File: config.mk
export PLATFORM = sky130hd
export DESIGN_NAME = vga_timing_gen
export DESIGN_NICKNAME = d
export VERILOG_FILES = /design/src/rtl/vga_pkg.sv /design/src/rtl/vga_axis_counter.sv /design/src/rtl/vga_timing_gen.sv
export SDC_FILE = /design/constraint.sdc
export NUM_CORES = 1
export LEC_CHECK = 0
export ABC_CLOCK_PERIOD_IN_PS = 3210
export CAP_MARGIN = 20
export CORE_ASPECT_RATIO = 0.7
export CORE_UTILIZATION = 58
export CTS_CLUSTER_SIZE = 12
export DETAILED_ROUTE_END_ITERATION = 10
export PLACE_DENSITY = 0.83
export RECOVER_POWER = 50
export SYNTH_ARGS = -nofsm -noshare
export SYNTH_HDL_FRONTEND = slang
export SYNTH_HIERARCHICAL = 1
export SYNTH_SLANG_ARGS = --single-unit
File: constraint.sdc
create_clock -name clk -period 3.21 [get_ports clk]
set_input_delay 0.4815 -clock clk [delete_from_list [all_inputs] [get_ports clk]]
set_output_delay 0.4815 -clock clk [all_outputs]
set_load 0.01 [all_outputs]
File: src/rtl/vga_pkg.sv
// Shared VGA timing types: per-mode timing record, sync polarity and a helper
// that turns region widths into the total count and sync window of one axis.
package vga_pkg;

  typedef struct packed {
    int h_active;
    int h_fp;
    int h_sync;
    int h_bp;
    int v_active;
    int v_fp;
    int v_sync;
    int v_bp;
  } vga_timing_t;

  localparam vga_timing_t VGA_640X480_60 = '{
    h_active: 640, h_fp: 16, h_sync: 96, h_bp: 48,
    v_active: 480, v_fp: 10, v_sync: 2,  v_bp: 33
  };

  typedef enum logic {
    SYNC_ACTIVE_LOW  = 1'b0,
    SYNC_ACTIVE_HIGH = 1'b1
  } sync_pol_e;

  typedef struct packed {
    int total;
    int sync_start;
    int sync_end;
  } axis_bounds_t;

  // Sync occupies [sync_start, sync_end); active is always [0, active).
  function automatic axis_bounds_t axis_bounds(input int active, input int fp,
                                               input int sync, input int bp);
    axis_bounds_t b;
    b.total      = active + fp + sync + bp;
    b.sync_start = active + fp;
    b.sync_end   = active + fp + sync;
    return b;
  endfunction

endpackage

File: src/rtl/vga_axis_counter.sv
// One raster axis: a wrapping position counter that advances on step and
// flags the active and sync regions of its current count.
module vga_axis_counter
  import vga_pkg::*;
#(
  parameter int ACTIVE = 640,
  parameter int FP     = 16,
  parameter int SYNC   = 96,
  parameter int BP     = 48,
  parameter int W      = 10
) (
  input  logic         clk,
  input  logic         reset,
  input  logic         step,
  output logic [W-1:0] count,
  output logic         wrap,
  output logic         in_active,
  output logic         in_sync
);

  localparam axis_bounds_t B = axis_bounds(ACTIVE, FP, SYNC, BP);
  localparam logic [W-1:0] LAST    = W'(B.total - 1);
  localparam logic [W:0]   ACT_END = (W+1)'(ACTIVE);
  localparam logic [W:0]   SYNC_LO = (W+1)'(B.sync_start);
  localparam logic [W:0]   SYNC_HI = (W+1)'(B.sync_end);

  logic         at_last;
  logic [W:0]   count_ext;

  assign at_last = (count == LAST);

  always_ff @(posedge clk) begin
    if (reset)
      count <= '0;
    else if (step)
      count <= at_last ? '0 : count + W'(1);
  end

  // Compared one bit wider so a zero-width back porch cannot overflow SYNC_HI.
  assign count_ext = {1'b0, count};
  assign wrap      = step && at_last;
  assign in_active = (count_ext < ACT_END);
  assign in_sync   = (count_ext >= SYNC_LO) && (count_ext < SYNC_HI);

endmodule

File: src/rtl/vga_timing_gen.sv
// VGA raster timing generator: request-stage position registers, a LOOKAHEAD
// deep display pipeline and the per-line / per-frame strobes.
module vga_timing_gen
  import vga_pkg::*;
#(
  parameter int H_ACTIVE  = VGA_640X480_60.h_active,
  parameter int H_FP      = VGA_640X480_60.h_fp,
  parameter int H_SYNC    = VGA_640X480_60.h_sync,
  parameter int H_BP      = VGA_640X480_60.h_bp,
  parameter int V_ACTIVE  = VGA_640X480_60.v_active,
  parameter int V_FP      = VGA_640X480_60.v_fp,
  parameter int V_SYNC    = VGA_640X480_60.v_sync,
  parameter int V_BP      = VGA_640X480_60.v_bp,
  parameter int HSYNC_POL = 0,
  parameter int VSYNC_POL = 0,
  parameter int LOOKAHEAD = 1,
  localparam int H_TOTAL  = H_ACTIVE + H_FP + H_SYNC + H_BP,
  localparam int V_TOTAL  = V_ACTIVE + V_FP + V_SYNC + V_BP,
  localparam int X_W      = $clog2(H_TOTAL),
  localparam int Y_W      = $clog2(V_TOTAL)
) (
  input  logic           clk,
  input  logic           reset,
  input  logic           enable,
  output logic           req_valid,
  output logic [X_W-1:0] req_x,
  output logic [Y_W-1:0] req_y,
  output logic           hsync,
  output logic           vsync,
  output logic           active,
  output logic [X_W-1:0] x,
  output logic [Y_W-1:0] y,
  output logic           line_start,
  output logic           frame_start
);

  localparam sync_pol_e H_POL = sync_pol_e'(HSYNC_POL[0]);
  localparam sync_pol_e V_POL = sync_pol_e'(VSYNC_POL[0]);
  localparam logic      H_ON  = (H_POL == SYNC_ACTIVE_HIGH);
  localparam logic      V_ON  = (V_POL == SYNC_ACTIVE_HIGH);

  // Sync flags are carried active-high internally; polarity is applied at the pins.
  typedef struct packed {
    logic           valid;
    logic           hs;
    logic           vs;
    logic           act;
    logic [X_W-1:0] x;
    logic [Y_W-1:0] y;
  } pix_t;

  logic [X_W-1:0] hc;
  logic [Y_W-1:0] vc;
  logic           h_wrap, h_act, h_sync, v_act, v_sync;
  logic           unused_v_wrap;
  logic           adv_q;
  pix_t           req_q;
  pix_t           disp;

  vga_axis_counter #(
    .ACTIVE(H_ACTIVE), .FP(H_FP), .SYNC(H_SYNC), .BP(H_BP), .W(X_W)
  ) u_h_counter (
    .clk      (clk),
    .reset    (reset),
    .step     (enable),
    .count    (hc),
    .wrap     (h_wrap),
    .in_active(h_act),
    .in_sync  (h_sync)
  );

  vga_axis_counter #(
    .ACTIVE(V_ACTIVE), .FP(V_FP), .SYNC(V_SYNC), .BP(V_BP), .W(Y_W)
  ) u_v_counter (
    .clk      (clk),
    .reset    (reset),
    .step     (h_wrap),
    .count    (vc),
    .wrap     (unused_v_wrap),
    .in_active(v_act),
    .in_sync  (v_sync)
  );

  // adv_q remembers that the last edge advanced, which qualifies every strobe.
  always_ff @(posedge clk) begin
    if (reset) begin
      adv_q <= 1'b0;
      req_q <= '0;
    end else begin
      adv_q <= enable;
      if (enable)
        req_q <= '{valid: 1'b1, hs: h_sync, vs: v_sync, act: h_act && v_act,
                   x: hc, y: vc};
    end
  end

  generate
    if (LOOKAHEAD == 0) begin : g_no_pipe
      assign disp = req_q;
    end else begin : g_pipe
      pix_t stage [LOOKAHEAD];

      always_ff @(posedge clk) begin
        if (reset) begin
          for (int i = 0; i < LOOKAHEAD; i++)
            stage[i] <= '0;
        end else if (enable) begin
          stage[0] <= req_q;
          for (int i = 1; i < LOOKAHEAD; i++)
            stage[i] <= stage[i-1];
        end
      end

      assign disp = stage[LOOKAHEAD-1];
    end
  endgenerate

  assign req_valid   = adv_q && req_q.act;
  assign req_x       = req_q.x;
  assign req_y       = req_q.y;
  assign hsync       = (disp.hs == H_ON);
  assign vsync       = (disp.vs == V_ON);
  assign active      = disp.act;
  assign x           = disp.x;
  assign y           = disp.y;
  assign line_start  = adv_q && disp.valid && (disp.x == '0);
  assign frame_start = adv_q && disp.valid && (disp.x == '0) && (disp.y == '0);

endmodule
==> flow_summary.yaml <==
die:
  coreArea_um2: 5290
  die_x_um: 91.0
  die_area_um2: 5860
  die-height_um: 64.3
  row_count: 22
  ios: 49
  start_util: 0.609
min_path:
  hp-class: "flop to flop"
worst_setup_path:
  worst_ep_arrival_time_ps: 2590
  required_ps: 3160
  critPathKind: "primary input to flop"
  r2r_setup_slack_ps: 1080
  cp_max_fo: 34
  start_kind: "primary input"
  end_kind: "flop"
drt:
  wl_mm: 5.57
  num_vias: 2086
  drc_errors: 0
  viasPerCell: 5.32
  wl_per_cell_um: 14.2
  ant_nets: 0
  first_iter_violations: 194
  dr.pass1.iters: 4
power:
  power_uw: 1730
  combPwrFrac: 0.059
  power_density_nw_per_um2: 481
  p_sw_frac: 0.229
  p_leak_uw: 0.00136
  p_clk_frac: 0.395
  p_sw_uw: 396
  internal_power_uw: 1330
  ir_worst_vdd_mv: 0.296
  power_frac_seq: 0.545
clocking:
  cts_max_level: 3
  root_buffer: "clkbuf_8"
  hold_buffers: 0
  cts_setup_buffers: 0
  clock_sinks: 69
  cts_buffer_depth: 2
  clk_pin_slew_worst_paths_ps: 70
  cts_buffers: 9
  cts_tree: "yes"
  clk_latency_ps: 340
  cts_resized: 0
layout:
  fin_cells: 392
  syn2layout_area_growth_pct: 11.8
  drive_above_1_share: 0.0969
  nNetsFinal: 322
  final_common_cell: "clkdlybuf4s50_1"
  antenna_cells: 0
  fin_util: 0.681
  mostFrequentLayoutCells: "clkdlybuf4s50_1, dfxtp_1, nor2_1, and2_1"
  num-fill-cells: 415
global_route:
  overflow: 0
  grt_pass1_vias: 1884
  grtUsageTotal: 0.202
  grt_max_degree: 35
  grt_pass1_wl_mm: 9.02
  antenna_found_initial: 0
sta:
  worst_slew_pin_slew_ps: 1510
  timing.final.ws_setup_ps: 571
  rsz0062_at_grt: "no"
  setup_violations: 0
  hold_viol: 0
  fin_tns_setup_ps: 0
  fin_crit_sh: 0.822
  max-slew-margin-rel: -0.00525
  fmax_mhz: 379
  period_needed_ps: 2640
  slew_viol_final: 25
  fin_worst_skew_ps: 11.1
status:
  failed_checks: "max-capacitance violations, max-slew violations"
  status: "finished, violations left"
placement:
  place_congestion: 0.772
  dp_cells: 376
  dp_hpwl_mm: 3.81
  io_buffers: 48
  post-place-ws_ps: 1010
synthesis:
  synth_area_um2: 3220
  yosys_warnings: 6
  syn_nets: 312
  synth_cells: 305
  synth_area_per_cell_um2: 10.6
flow_run:
  drv_cap: 1
sequential cells by signal, indices dropped and copies added, names as in the netlist:
register and flops:
req_x 10, req_q 4, g_pipe.stage 24, req_y 10, u_h_counter/count 10, adv_q 1
u_v_counter/count 10
layer usage:
metal	GRT usage	part of all wire	up-vias
li1	-	-	1027
met1	0.274	0.47	985
met2	0.301	0.45	65
met3	0.0690	0.062	9
met4	0.0754	0.012	0
met5	0	0	-
worst max-delay path: stages:
cell      delay (ps)
clkbuf_1         110
clkbuf_2         760
or2_0           1210
area by class of cell:
cell class	count	area, um2	share of cell area
sequential	69	1620	0.451
multi-input combinational	176	1170	0.325
timing repair buffer	51	490	0.136
clock buffer	9	124	0.0344
tap	72	90.1	0.0250
clock inverter	7	73.8	0.0205
inverter	8	30.0	0.00834
stage by stage:
stage,hold WS [ps],instance area (um2)
finish,485,3600
global route,535,3600
CTS,495,3620
detailed placement,480,3420
global placement,436,3420
floorplan,427,3220
path summary, 6_finish.rpt:
path         cells past startpoint                                 to                         startpoint
max                              3   g_pipe.stage[0][6]$_SDFFCE_PN0P_                             enable
min                              2             req_q[23]$_SDFFE_PP0P_             req_q[23]$_SDFFE_PP0P_
max reg2reg                      7  u_v_counter/count[7]$_SDFFE_PP0P_  u_h_counter/count[0]$_SDFFE_PP0P_
min reg2reg                      2             req_q[23]$_SDFFE_PP0P_             req_q[23]$_SDFFE_PP0P_
power by group through the flow:
stage / Combinational (uW) / Clock (uW) / Sequential (uW)
2_1_floorplan: 83.0 / 0 / 958
3_3_place_gp: 102 / 0 / 961
3_5_place_dp: 104 / 0 / 963
4_1_cts: 106 / 700 / 943
5_1_grt: 111 / 735 / 947
6_report: 103 / 684 / 944
Note: power is estimated with default switching activity, not from simulation.
